$ cat config.mk
export PLATFORM = sky130hd
export DESIGN_NAME = dec_mux_unit
export DESIGN_NICKNAME = d
export VERILOG_FILES = /design/src/rtl/dec_mux_unit.sv
export SDC_FILE = /design/constraint.sdc
export NUM_CORES = 1
export LEC_CHECK = 0
export CAP_MARGIN = 20
export CORE_AREA = 2 2 454 456
export CTS_CLUSTER_SIZE = 10
export DETAILED_ROUTE_END_ITERATION = 6
export DIE_AREA = 0 0 456 458
export MAX_ROUTING_LAYER = met4
export PLACE_DENSITY_LB_ADDON = 0.1
export SYNTH_ARGS = -nofsm -noshare
export SYNTH_HDL_FRONTEND = slang
export SYNTH_SLANG_ARGS = --single-unit
$ cat constraint.sdc
create_clock -name i_clk -period 2.5 [get_ports i_clk]
set_input_delay 0.5 -clock i_clk [delete_from_list [all_inputs] [get_ports i_clk]]
set_output_delay 0.5 -clock i_clk [all_outputs]
set_load 0.05 [all_outputs]
$ cat src/rtl/dec_mux_unit.sv
// Binary-to-one-hot decoder plus N-way data multiplexer, each with a combinational
// output and a one-cycle registered copy cleared by an asynchronous reset.
module dec_mux_unit #(
    parameter int N_SEL_BITS  = 5,
    parameter int NUM_OPTIONS = 32,
    parameter int DATA_WIDTH  = 32,
    localparam int SW         = (NUM_OPTIONS > 1) ? $clog2(NUM_OPTIONS) : 1,
    localparam int N_OUT      = 2 ** N_SEL_BITS
) (
    input  logic                  i_clk,
    input  logic                  i_rst,
    input  logic [N_SEL_BITS-1:0] i_sel,
    output logic [N_OUT-1:0]      o,
    output logic [N_OUT-1:0]      o_q,
    input  logic [SW-1:0]         i_mux_sel,
    input  logic [DATA_WIDTH-1:0] i_val [0:NUM_OPTIONS-1],
    output logic [DATA_WIDTH-1:0] o_val,
    output logic [DATA_WIDTH-1:0] o_val_q
);

    logic [N_OUT-1:0]      o_q_reg;
    logic [DATA_WIDTH-1:0] o_val_q_reg;

    genvar gi;
    generate
        for (gi = 0; gi < N_OUT; gi++) begin : g_dec
            assign o[gi] = (i_sel == N_SEL_BITS'(gi));
        end
    endgenerate

    // Explicit compare per option keeps out-of-range selects at zero instead of X.
    always_comb begin
        o_val = '0;
        for (int k = 0; k < NUM_OPTIONS; k++) begin
            if (i_mux_sel == SW'(k)) begin
                o_val = i_val[k];
            end
        end
    end

    always_ff @(posedge i_clk or posedge i_rst) begin
        if (i_rst) begin
            o_q_reg     <= '0;
            o_val_q_reg <= '0;
        end else begin
            o_q_reg     <= o;
            o_val_q_reg <= o_val;
        end
    end

    assign o_q     = o_q_reg;
    assign o_val_q = o_val_q_reg;

endmodule

# After elaboration in Yosys (flattened, before gate mapping)
# Index checks and enable logic that the tools add are counted.
[word_totals] out_inout_bits=128 word_cells=98 reg_bits=64
[classes] reduce_logical=2 n_eq_ne=62 n_mux=32
[op_table] op="$mux 32" n=32
[op_table] op="$eq 5x5->1 const B" n=32
[op_table] op="$eq 5x4->1 const B" n=16
[op_table] op="$eq 5x3->1 const B" n=8
[op_table] op="$eq 5x2->1 const B" n=4
[op_table] op="$eq 5x1->1 const B" n=2
[op_table] op="$logic_not 5->1" n=2

# Logic depth before layout (Yosys ltp)
[logic_depth] ltp_word=33 mapped_depth=11 mapped_depth_nobuf=6

# Least setup slack after synthesis
# Ideal clock, no wire load.
[synth_timing] path_kind="input-to-output" from="input i_mux_sel[0]" to="output o_val[29]" cell_stages=8 arrival_time_ns=2.956 path_slack_ns=-0.956 path_cell_list="buf_4 -> buf_6 -> buf_4 -> buf_6 -> buf_2 -> o311ai_0 -> a221oi_1 -> a221oi_1"
[synth_via] elab_chain_cells=33 word_cells_on_any_way=64
[synth_lines] item="start, declared" line="15" text="input logic [SW-1:0] i_mux_sel,"
[synth_lines] item="$logic_not 5->1" line="35" text="if (i_mux_sel == SW'(k)) begin"
[synth_lines] item="$mux 32 (31 in a row)" line="35"
[synth_lines] item="$mux 32 *" line="35"
[synth_lines] item="end, declared" line="17" text="output logic [DATA_WIDTH-1:0] o_val,"
# Mark *: on every way between the ends. The rest lies on a longest branch, timed or not.

# Worst setup path after layout
[layout_timing] from="input i_mux_sel[2]" to="output o_val[6]"
# The elaborated chain is that of the path after synthesis.

==> results.toml <==
[clock_tree]
tritoncts = "yes"
clock-root-buffer = "clkbuf_16"
htreeDepth = 3
cts.hold.buffers_added = 0
ctsLongestPathBuffers = 2
cts_buffers = 9
clk_pin_slew_ps = 60
clock_sinks = 64

[floorplanning]
die_y_um = 458
io_pins = 1164
die_width_um = 456
start_util_pct = 6.21
std_cell_rows = 166
fp.dieArea_um2 = 209000
core_area_um2 = 204000

[worst_setup_path]
crit_path_start_kind = "input port"
required_ps = 2000
slowest_delay_ps = 570
worst-path-stages = 11
cp_max_fo = 5
critPathSlowestCell = "or4b_4"
critPathLaunch = "i_mux_sel[2]"
crit_end = "o_val[6]"
worstSetupPathType = "in -> out"
cp-end-kind = "output port"
crit_buf_inv = 6
path_cells = "buf_16, buf_8, or4b_4, buf_6, buf_6, a21oi_4, a221oi_4, o31ai_4, o211ai_1, buf_4, buf_8"
crit_family = "compound AO/OA/AOI/OAI gates"
worstPathArrival_ps = 3050

[routing]
routed_wl_mm = 211
dr.pass1.iters = 7
drc_errors = 0
drtAntennaViolNets = 0
via_per_inst = 3.62
avgRoutedWirePerCell_um = 34.1
initialDrtViolationCount = 1242
num_vias = 22408

[grt]
grt_start_max_net_pins = 40
grt_remaining_overflow = 0
grt_pass1_vias = 23706
grt_use_total_pct = 19.8
grt_antenna_before_repair = 124
grt_pass1_wl_mm = 261

[synth]
synth_area_leader_cell = "dfrtp_1"
yosysTopAreaCellShare_pct = 12.7
syn_nets = 2712
synth.distinct_cells = 85
yosysWarningCount = 0
ys_async_sr_fraction_pct = 100
ys_ff_latch = 64
synth_area_leaders = "dfrtp_1 13%, mux2i_1 11%, mux4_2 6.4%"
synthMostInstantiatedCell = "a21oi_1"
synth_edf_count = 0
synth-main-ff-cell = "dfrtp_1"
synth_seq_area_share_pct = 12.7
syn-cell-area_um2 = 12700
synthCells = 1676
syn_area_per_cell_um2 = 7.55
synthTopCellsByCount = "161 x a21oi_1, 143 x o21ai_0, 142 x nor2_1"

[run]
maxCapViolCount = 0

[timing]
fin_crit_ps = 3550
slew_headroom_pct = 29.0
maxSlewViolCount = 0
fin_tns_setup_ps = -27280
setup_violations = 40
rsz0062_at_grt = "true"
period_share_pct = 142
finalHoldViolations = 0
timing.final.ws_setup_ps = -1050
tightestPinTransition_ps = 1070
fmax_mhz = 282

[finish]
area_delta_synth_final_pct = 202
fin_area_um2 = 38300
finalNetCount = 4466
drive_gt1_share_pct = 38.8
final_cell_count_no_fill = 6192
fillers = 22758
post-route-util_pct = 18.8

[power]
p_int_uw = 6080
p_sw_share_pct = 43.3
total_power_uw = 10700
p_seq_share_pct = 10.8
power_frac_comb_pct = 73.7
p_sw_uw = 4640
power.density_nw_per_um2 = 280
irDropWorstVdd_uv = 351
leakage_uw = 0.0143
clkPwrFrac_pct = 15.5

[min_path]
hold_class = "in -> async"

[placed_design]
portBuffers = 1163
dp_cells = 5956
post_dp_cell_area_um2 = 33300
routabilityCongestion = 0.882
dpl.hpwl_mm = 185

[run_status]
outcome = "finished, violations left"
violations = "negative setup slack"
==> repair_timing <==
action,CTS,global route
endpoints found under the setup margin,68,61
resized for setup,405,251
cloned,4,6
pin swaps,110,129
setup buffers,124,60
==> cell usage in the layout (no fill, tap or decap), drive strengths merged, types with 13 or more instances in the layout <==
cell	Yosys	final
a22oi	34	34
o211ai	22	22
nor2b	23	23
nand3b	15	15
a21oi	161	161
inv	17	19
clkbuf	32	19
a211oi	25	25
mux4	36	36
a221o	14	14
nand2	136	136
nor2	149	149
a222oi	13	13
and3	20	20
o221ai	35	35
diode	0	69
mux2i	136	136
o22ai	69	69
nand2b	32	32
a221oi	31	31
dfrtp	64	64
clkdlybuf4s50	0	1076
a21o	17	17
nand3	39	39
o2bb2ai	15	15
o21ai	156	156
a31oi	23	23
buf	147	832
mux2	50	50
nor3	41	41
==> layout make-up <==
| type | instances | area (um2) | share of cell area (%) |
|---|---|---|---|
| repair buffers | 1922 | 20100 | 52.5 |
| multi-input cells | 1415 | 12600 | 33.0 |
| well taps | 2688 | 3360 | 8.79 |
| flip-flops and latches | 64 | 1600 | 4.19 |
| clock buffers | 11 | 253 | 0.660 |
| diodes | 69 | 173 | 0.451 |
| clock inverters | 5 | 86.3 | 0.226 |
| inverters | 18 | 77.6 | 0.203 |
==> power groups by stage <==
stage               clock network (uW)  logic [uW]  registers [uW]
global route                      1790        8240            1170
global placement                     0        7090            1180
finish                            1660        7900            1160
CTS                               1790        7740            1160
detailed placement                   0        7070            1180
floorplan                            0        1980            1540
==> how the worst min path moves through the flow <==
stage                                        to      start  slack [ps]
after floorplan           o_val_q[29]$_DFF_PP0_  i_val[29]         790
after global placement     o_val_q[6]$_DFF_PP0_      i_rst         850
after detailed placement   o_val_q[6]$_DFF_PP0_      i_rst         850
after CTS                  o_val_q[6]$_DFF_PP0_      i_rst         380
after global routing       o_val_q[6]$_DFF_PP0_      i_rst         400
final                      o_val_q[6]$_DFF_PP0_      i_rst         400
==> cells by family after synthesis <==
family	synth area share, %
AOI/OAI and AO/OA	36.7
muxes	21.6
and+or+nand+nor	19.7
DFF	12.7
buffers and inverters	9.27
==> per-layer routing <==
layer / vias to the layer above / part of all wire, % / global-route usage [%]
li1: 10198 / - / -
met1: 11139 / 41 / 23.0
met2: 887 / 52 / 35.8
met3: 184 / 5.3 / 3.52
met4: 0 / 1.8 / 3.32
met5: - / 0 / -
==> per-stage QoR <==
stage               setup WS [ps]  hold WS (ps)
finish                      -1050           401
global route                -1040           402
CTS                         -1150           383
detailed placement          -1590           845
global placement            -1590           846
floorplan                    -428           788
(Power assumes the default switching activity.)
